File: src/rtl/hazard_ctrl_param.sv
// rtl/hazard_ctrl_param.sv - pipeline hazard controller: forwarding, load-use, cache stalls, MUL/DIV scoreboard
//
// Ports:
//   clk, rst                      clock; synchronous active-high reset
//   icache_stall, dcache_stall    cache miss in progress
//   id_rs, id_rt, id_use_rs/rt    ID source operands and their use flags
//   src_we, src_rw                per forwarding source RegWrite / dest index (source k at [k*AW +: AW])
//   ex_mem_read                   EX instruction is a load
//   id_md_start, id_md_read       ID issues MUL/DIV / reads HI-LO
//   perf_clr                      clear all stall counters
//   fwd_x, fwd_y                  0 = regfile, k = source k-1
//   stall_if/id/ex/mem/wb         per-stage hold controls
//   bubble_id                     inject NOP into ID/EX
//   md_busy, md_done              MUL/DIV unit state / completion pulse
//   cnt_dc, cnt_ic, cnt_lu, cnt_md saturating stall-cycle counters per cause
module hazard_ctrl_param #(
    parameter int AW     = 5,
    parameter int NFWD   = 3,
    parameter int SELW   = 2,
    parameter int MD_LAT = 4,
    parameter int CNT_W  = 32
) (
    input  logic               clk,
    input  logic               rst,
    input  logic               icache_stall,
    input  logic               dcache_stall,
    input  logic [AW-1:0]      id_rs,
    input  logic [AW-1:0]      id_rt,
    input  logic               id_use_rs,
    input  logic               id_use_rt,
    input  logic [NFWD-1:0]    src_we,
    input  logic [NFWD*AW-1:0] src_rw,
    input  logic               ex_mem_read,
    input  logic               id_md_start,
    input  logic               id_md_read,
    input  logic               perf_clr,
    output logic [SELW-1:0]    fwd_x,
    output logic [SELW-1:0]    fwd_y,
    output logic               stall_if,
    output logic               stall_id,
    output logic               bubble_id,
    output logic               stall_ex,
    output logic               stall_mem,
    output logic               stall_wb,
    output logic               md_busy,
    output logic               md_done,
    output logic [CNT_W-1:0]   cnt_dc,
    output logic [CNT_W-1:0]   cnt_ic,
    output logic [CNT_W-1:0]   cnt_lu,
    output logic [CNT_W-1:0]   cnt_md
);

    localparam int MDCW = (MD_LAT > 1) ? $clog2(MD_LAT) : 1;

    typedef enum logic {S_IDLE, S_BUSY} md_state_t;

    // cause indices into the counter array
    localparam int C_DC = 0;
    localparam int C_IC = 1;
    localparam int C_LU = 2;
    localparam int C_MD = 3;

    md_state_t        md_state, md_state_n;
    logic [MDCW-1:0]  md_cnt, md_cnt_n;
    logic [CNT_W-1:0] perf_q [4];

    logic [SELW-1:0]  fx, fy;
    logic [AW-1:0]    rw0;
    logic             lu, mdh;
    logic [3:0]       cause;
    logic             front_stall;
    logic             md_last;

    // Forwarding: scan from oldest to youngest so the lowest index wins.
    always_comb begin
        fx = '0;
        fy = '0;
        for (int k = NFWD - 1; k >= 0; k--) begin
            if (src_we[k] && (src_rw[k*AW +: AW] != '0)) begin
                if (src_rw[k*AW +: AW] == id_rs) fx = SELW'(k + 1);
                if (src_rw[k*AW +: AW] == id_rt) fy = SELW'(k + 1);
            end
        end
    end

    assign rw0     = src_rw[AW-1:0];
    assign md_last = (md_state == S_BUSY) && (md_cnt == '0);

    assign lu  = ex_mem_read && (rw0 != '0) &&
                 ((id_use_rs && (rw0 == id_rs)) || (id_use_rt && (rw0 == id_rt)));
    assign mdh = (md_state == S_BUSY) && (id_md_start || id_md_read);

    // Priority resolution: exactly one cause is charged per stalled cycle.
    always_comb begin
        cause       = '0;
        front_stall = 1'b1;
        if (dcache_stall)      cause[C_DC] = 1'b1;
        else if (mdh)          cause[C_MD] = 1'b1;
        else if (lu)           cause[C_LU] = 1'b1;
        else if (icache_stall) cause[C_IC] = 1'b1;
        else                   front_stall = 1'b0;
    end

    // MD FSM: state register
    always_ff @(posedge clk) begin
        if (rst) begin
            md_state <= S_IDLE;
            md_cnt   <= '0;
        end else begin
            md_state <= md_state_n;
            md_cnt   <= md_cnt_n;
        end
    end

    // MD FSM: next state. A start is accepted only when ID actually advances.
    always_comb begin
        md_state_n = md_state;
        md_cnt_n   = md_cnt;
        case (md_state)
            S_IDLE: begin
                if (id_md_start && !front_stall) begin
                    md_state_n = S_BUSY;
                    md_cnt_n   = MDCW'(MD_LAT - 1);
                end
            end
            S_BUSY: begin
                if (md_cnt == '0) md_state_n = S_IDLE;
                else              md_cnt_n   = md_cnt - MDCW'(1);
            end
            default: md_state_n = S_IDLE;
        endcase
    end

    // Outputs: everything is forced low while reset is held.
    always_comb begin
        fwd_x     = rst ? '0 : fx;
        fwd_y     = rst ? '0 : fy;
        stall_if  = !rst && front_stall;
        stall_id  = !rst && front_stall;
        bubble_id = !rst && front_stall && !cause[C_DC];
        stall_ex  = !rst && cause[C_DC];
        stall_mem = 1'b0;
        stall_wb  = 1'b0;
        md_busy   = !rst && (md_state == S_BUSY);
        md_done   = !rst && md_last;
        cnt_dc    = rst ? '0 : perf_q[C_DC];
        cnt_ic    = rst ? '0 : perf_q[C_IC];
        cnt_lu    = rst ? '0 : perf_q[C_LU];
        cnt_md    = rst ? '0 : perf_q[C_MD];
    end

    // Saturating stall-cycle counters; clear beats increment.
    always_ff @(posedge clk) begin
        for (int i = 0; i < 4; i++) begin
            if (rst || perf_clr)
                perf_q[i] <= '0;
            else if (cause[i] && (perf_q[i] != '1))
                perf_q[i] <= perf_q[i] + CNT_W'(1);
        end
    end

endmodule

File: config.mk
export PLATFORM = sky130hd
export DESIGN_NAME = hazard_ctrl_param
export DESIGN_NICKNAME = d
export VERILOG_FILES = /design/src/rtl/hazard_ctrl_param.sv
export SDC_FILE = /design/constraint.sdc
export NUM_CORES = 1
export LEC_CHECK = 0
export ABC_AREA = 1
export CORE_MARGIN = 2
export CORE_UTILIZATION = 25
export CTS_BUF_LIST = sky130_fd_sc_hd__clkbuf_2 sky130_fd_sc_hd__clkbuf_4 sky130_fd_sc_hd__clkbuf_8
export DETAILED_ROUTE_END_ITERATION = 6
export GPL_ROUTABILITY_DRIVEN = 0
export PLACE_DENSITY = 0.5
export SLEW_MARGIN = 0
export SYNTH_ARGS = -nofsm -noshare
export SYNTH_HDL_FRONTEND = slang
export SYNTH_SLANG_ARGS = --single-unit
File: constraint.sdc
create_clock -name clk -period 3.3 [get_ports clk]
set_clock_uncertainty 0.2 [all_clocks]
set_input_delay 0.825 -clock clk [delete_from_list [all_inputs] [get_ports clk]]
set_output_delay 0.825 -clock clk [all_outputs]
set_load 0.01 [all_outputs]
After elaboration in Yosys (flattened, before gate mapping)
Memories as Yosys holds them, arrays and structs flattened.
Index checks and enable logic that the tools add are counted.
{ "word_totals": {"register_bits": 3, "ram_bits": 128, "input_bits": 38, "out_inout_bits": 140, "mem_count": 1} }
{ "op_classes": {"addsub": 5, "eq_ne": 12, "mux": 52, "n_bitwise": 5, "reduce_logical": 30} }
{ "mem_list": {"columns": ["memory", "words", "width", "read_ports", "rd_ports_with_merged_regs", "wr", "line", "text"], "rows": [
  ["perf_q", 4, 32, 4, 0, 4, "65", "logic [CNT_W-1:0] perf_q [4];"]
]} }
{ "op_table": {"columns": ["op", "n"], "rows": [
  ["32-bit two-way mux", 8],
  ["32-bit by 1-bit adder with 32-bit output (second input constant)", 4],
  ["32-bit != test (second input constant)", 4],
  ["2-bit two-way mux", 17],
  ["5-bit equality test", 6],
  ["1-bit two-way mux", 24],
  ["1-bit logical AND", 19],
  ["5-bit nonzero test", 3],
  ["2-bit != test (second input constant)", 2],
  ["1-bit OR", 4],
  ["2-bit one-hot mux with 2 select lines", 1],
  ["1-bit zero test", 3],
  ["1-bit logical OR", 3],
  ["3-bit two-way mux", 1],
  ["2-bit zero test", 1],
  ["1-bit one-hot mux with 2 select lines", 1],
  ["2-bit AND reduction", 1],
  ["2-bit by 1-bit subtractor with 2-bit output (second input constant)", 1],
  ["1-bit inverter", 1]
]} }

Longest topological paths before layout
{ "logic_depth": {"word_depth": 12, "mapped_depth": 11, "mapped_depth_nobuf": 11} }

Least setup slack after synthesis
No wires, ideal clock.
{ "synth_timing": {"kind": "input-to-reg", "startpoint": "input port src_rw[0]", "endpoint": "memory perf_q[2][0] (enable)", "setup_ns": 0.389, "arrival_ns": 2.253, "path_slack_ns": 0.457, "path_stages": 10, "cell_sequence": "inv_1 -> nand2_1 -> nand2_1 -> nor2_1 -> nand4_1 -> nand2_1 -> nand2_1 -> nor2_2 -> nand2_1 -> nand2_1"} }
{ "synth_rtl": {"columns": ["item", "line", "text"], "rows": [
  ["start, declared", "32", "input logic [NFWD*AW-1:0] src_rw,"],
  ["end, declared", "65", null]
]} }

Final worst setup path
{ "layout_timing": {"startpoint": "input port src_rw[4]", "endpoint": "output port stall_id"} }
{ "layout_via": {"elab_chain_cells": 8, "word_cells_on_any_way": 12, "cone_classes": "eq/ne (2); mux (3); reduce/logical (7)"} }
{ "layout_rtl": {"columns": ["item", "line", "text"], "rows": [
  ["5-bit equality test", "90", "((id_use_rs && (rw0 == id_rs)) || (id_use_rt && (rw0 == id_rt)));"],
  ["1-bit logical AND", "90", null],
  ["1-bit logical OR", "90", null],
  ["1-bit logical AND *", "89", "assign lu = ex_mem_read && (rw0 != '0) &&"],
  ["1-bit two-way mux *", "99", "else if (lu) cause[C_LU] = 1'b1;"],
  ["1-bit two-way mux *", "98", "else if (mdh) cause[C_MD] = 1'b1;"],
  ["1-bit two-way mux *", "97", "if (dcache_stall) cause[C_DC] = 1'b1;"],
  ["1-bit logical AND *", "139", "stall_id = !rst && front_stall;"],
  ["end, declared", "40", "output logic stall_id,"]
]} }
Mark *: on every way between the ends. The rest lies on a longest branch, timed or not.

==> flow_summary.ini <==
[run_status]
status = completed

[logic_synthesis]
synth_edf_count = 128
synth_warnings = 0
synth_cells = 1327
yosys_register_bits = 131
synthFlopType = edfxtp_1
postSynth.asyncResetShare_pct = 0
syn_area_per_cell_sq_um = 7.156
yosysSeqAreaShare_pct = 41.11
synth_cell_types = 40
syn_area_sq_um = 9497

[grt]
antenna_found_initial = 0
grt_pass1_wl_mm = 47.27
overflow = 0
grt_util_all_layers_pct = 15.24
grt_pass1_vias = 8935
grt_start_max_net_pins = 52

[routing]
via_per_inst = 4.537
postRouteAntennaNets = 0
drtPass1Iterations = 5
dr.first_iter.drc_count = 775
remaining_drc_errors = 0
wirelength_mm = 29.68
wl_per_cell_um = 14.52
vias = 9274

[placement]
io_buffers = 175
dpl.hpwl_mm = 23.06
placed_cell_area_sq_um = 11990

[pwr]
p_per_area_nw_per_um2 = 325.2
power_leakage_nw = 4.506
worst_ir_drop_vdd_mv = 0.2263

[sta]
worst_pin_slew_ps = 661.2
finalSetupViolCount = 0
holdWs_ps = 315.9
post-route-period-util_pct = 95.98
slew_headroom_pct = 55.52
final-hold-violation-count = 0
rsz0062_at_grt = false
fmax_ghz = 0.3157
final_max_slew_viol_count = 0
finalCriticalPeriod_ps = 3167

[run]
drv_cap = 0

[clock_tree]
cts_tree = done
clk_latency_ps = 470
cts_root_buf = clkbuf_8
htree_levels = 4
ctsLongestPathBuffers = 2
cts_made_buffers = 17
cts.sinks = 131
path_clk_slew_ps = 70

[floorplanning]
die_y_um = 198.9
core_sq_um = 37580
die_x_um = 198.9
die_area_sq_um = 39560
ios = 178
rows = 71
initial_core_util_pct = 25.27

[final_layout]
layout_common_cells = 273 x nand2_1, 269 x nor2_1, 212 x inv_1
nNetsFinal = 1564
final_common_cell = nand2_1
syn2layout_area_growth_pct = 31.50
diodes = 0
design_area_sq_um = 12490
n_fill_cell = 4090
drive_gt1_share_pct = 9.002

[critical_path]
start_kind = primary input
cp_max_fo = 2
cp_slowest_stage_delay_ps = 260
rr_endpoint = perf_q[2][23]
path_class = primary input to output port
critPathRequiredTime_ps = 2270
path_cells = dlygate4sd2_1 -> nor3_2 -> nand3_1 -> buf_4 -> nand2_1 -> inv_1 -> nand2_1 -> nand2_1 -> nand2_2 -> inv_1 -> clkdlybuf4s15_1
r2r_cells = 11
crit_top_cell = nand2_1
rr_startpoint = perf_q[2][0]
crit_path_top_delay_cell = dlygate4sd2_1
reg2reg_slack_ps = 500
cp-end-kind = output port
arrival_ps = 2140

[min_path]
min_to = md_cnt[0]
whs_path_depth = 3
hold_start = md_cnt[0]
hold_path.class = register to register
## logic make-up after synthesis
kind of cell / after synthesis / share of synthesized area, %
XOR/XNOR: 59 / 5.441
AND/OR/NAND/NOR: 784 / 36.65
AO/OA/AOI/OAI: 103 / 5.692
adder cells (fa/ha/maj): 5 / 0.6588
other: 1 / 0.03949
flip-flops: 131 / 41.11
buffers and inverters: 244 / 10.41
## worst max-delay path by stage
stage / to / slack (ps) / startpoint / depth (start not counted)
after floorplan: perf_q[2][0] / 460 / src_rw[0] / 10
after global placement: bubble_id / -510 / id_rt[3] / 12
after detailed placement: fwd_x[1] / -530 / src_rw[2] / 9
after CTS: fwd_x[1] / -40 / src_rw[8] / 6
after global routing: stall_id / 30 / id_md_start / 10
final: stall_id / 130 / src_rw[4] / 11
## sequential cells by signal, indices dropped and copies added (netlist names)
name,flops
perf_q,128
md_cnt,2
md_state,1
## power breakdown
part           internal (mW)  switching, mW
sequential              1.90         0.0853
combinational          0.232          0.310
clock                  0.828          0.708
## critical path, delay by kind of cell
kind | cells | cell delay [ps]
AND/OR/NAND/NOR | 6 | 590
buffers and inverters | 5 | 710
## Yosys cell counts, types with 14 or more instances
| master | instances | area share [%] |
|---|---|---|
| nor2_1 | 276 | 11 |
| nand2_1 | 275 | 11 |
| inv_1 | 214 | 8.5 |
| edfxtp_1 | 128 | 40 |
| a21oi_1 | 76 | 4.0 |
| nand3_1 | 60 | 3.2 |
| nor3_1 | 60 | 3.2 |
| nand4_1 | 50 | 3.3 |
| xor2_1 | 45 | 4.2 |
| o21ai_0 | 20 | 1.1 |
| nor4_1 | 16 | 1.1 |
| or2_2 | 16 | 1.1 |
| xnor2_1 | 14 | 1.3 |
## metrics by stage
| step | cells | setup WS (ps) | setup TNS (ps) | power, mW | util, % |
|---|---|---|---|---|---|
| global placement | 2013 | -508.9 | -3470 | 2.559 | 31.92 |
| global route | 2044 | 30.31 | 0 | 4.256 | 33.23 |
| detailed placement | 2013 | -532.7 | -3514 | 2.562 | 31.92 |
| finish | 2044 | 132.6 | 0 | 4.062 | 33.23 |
| CTS | 2044 | -36.41 | -36.41 | 4.112 | 33.08 |
| floorplan | 1328 | 457.3 | 0 | 2.270 | - |
## layout make-up
type / instances / area [sq um] / share of cell area, %
multi-input cells: 953 / 4712 / 37.73
inverters: 214 / 803.3 / 6.432
clock inverters: 13 / 185.2 / 1.483
repair buffers: 204 / 2003 / 16.04
well taps: 511 / 639.4 / 5.120
flip-flops and latches: 131 / 3904 / 31.26
clock buffers: 18 / 241.5 / 1.934
## routing by layer
layer	routed length [um]	vias to the layer above	global-route usage (%)
met5	0	-	0
met4	470	0	4.339
met3	1432	30	2.645
met2	14320	257	25.78
met1	13450	4312	19.90
li1	-	4675	-
## repair_timing
| action | in CTS | in global routing |
|---|---|---|
| endpoints found under the setup margin | 7 | 7 |
| hold buffers | 0 | 0 |
| pin swaps | 4 | 12 |
| buffers inserted | 0 | 0 |
| resized for setup | 51 | 36 |
Power figures use the tool's default switching activity.
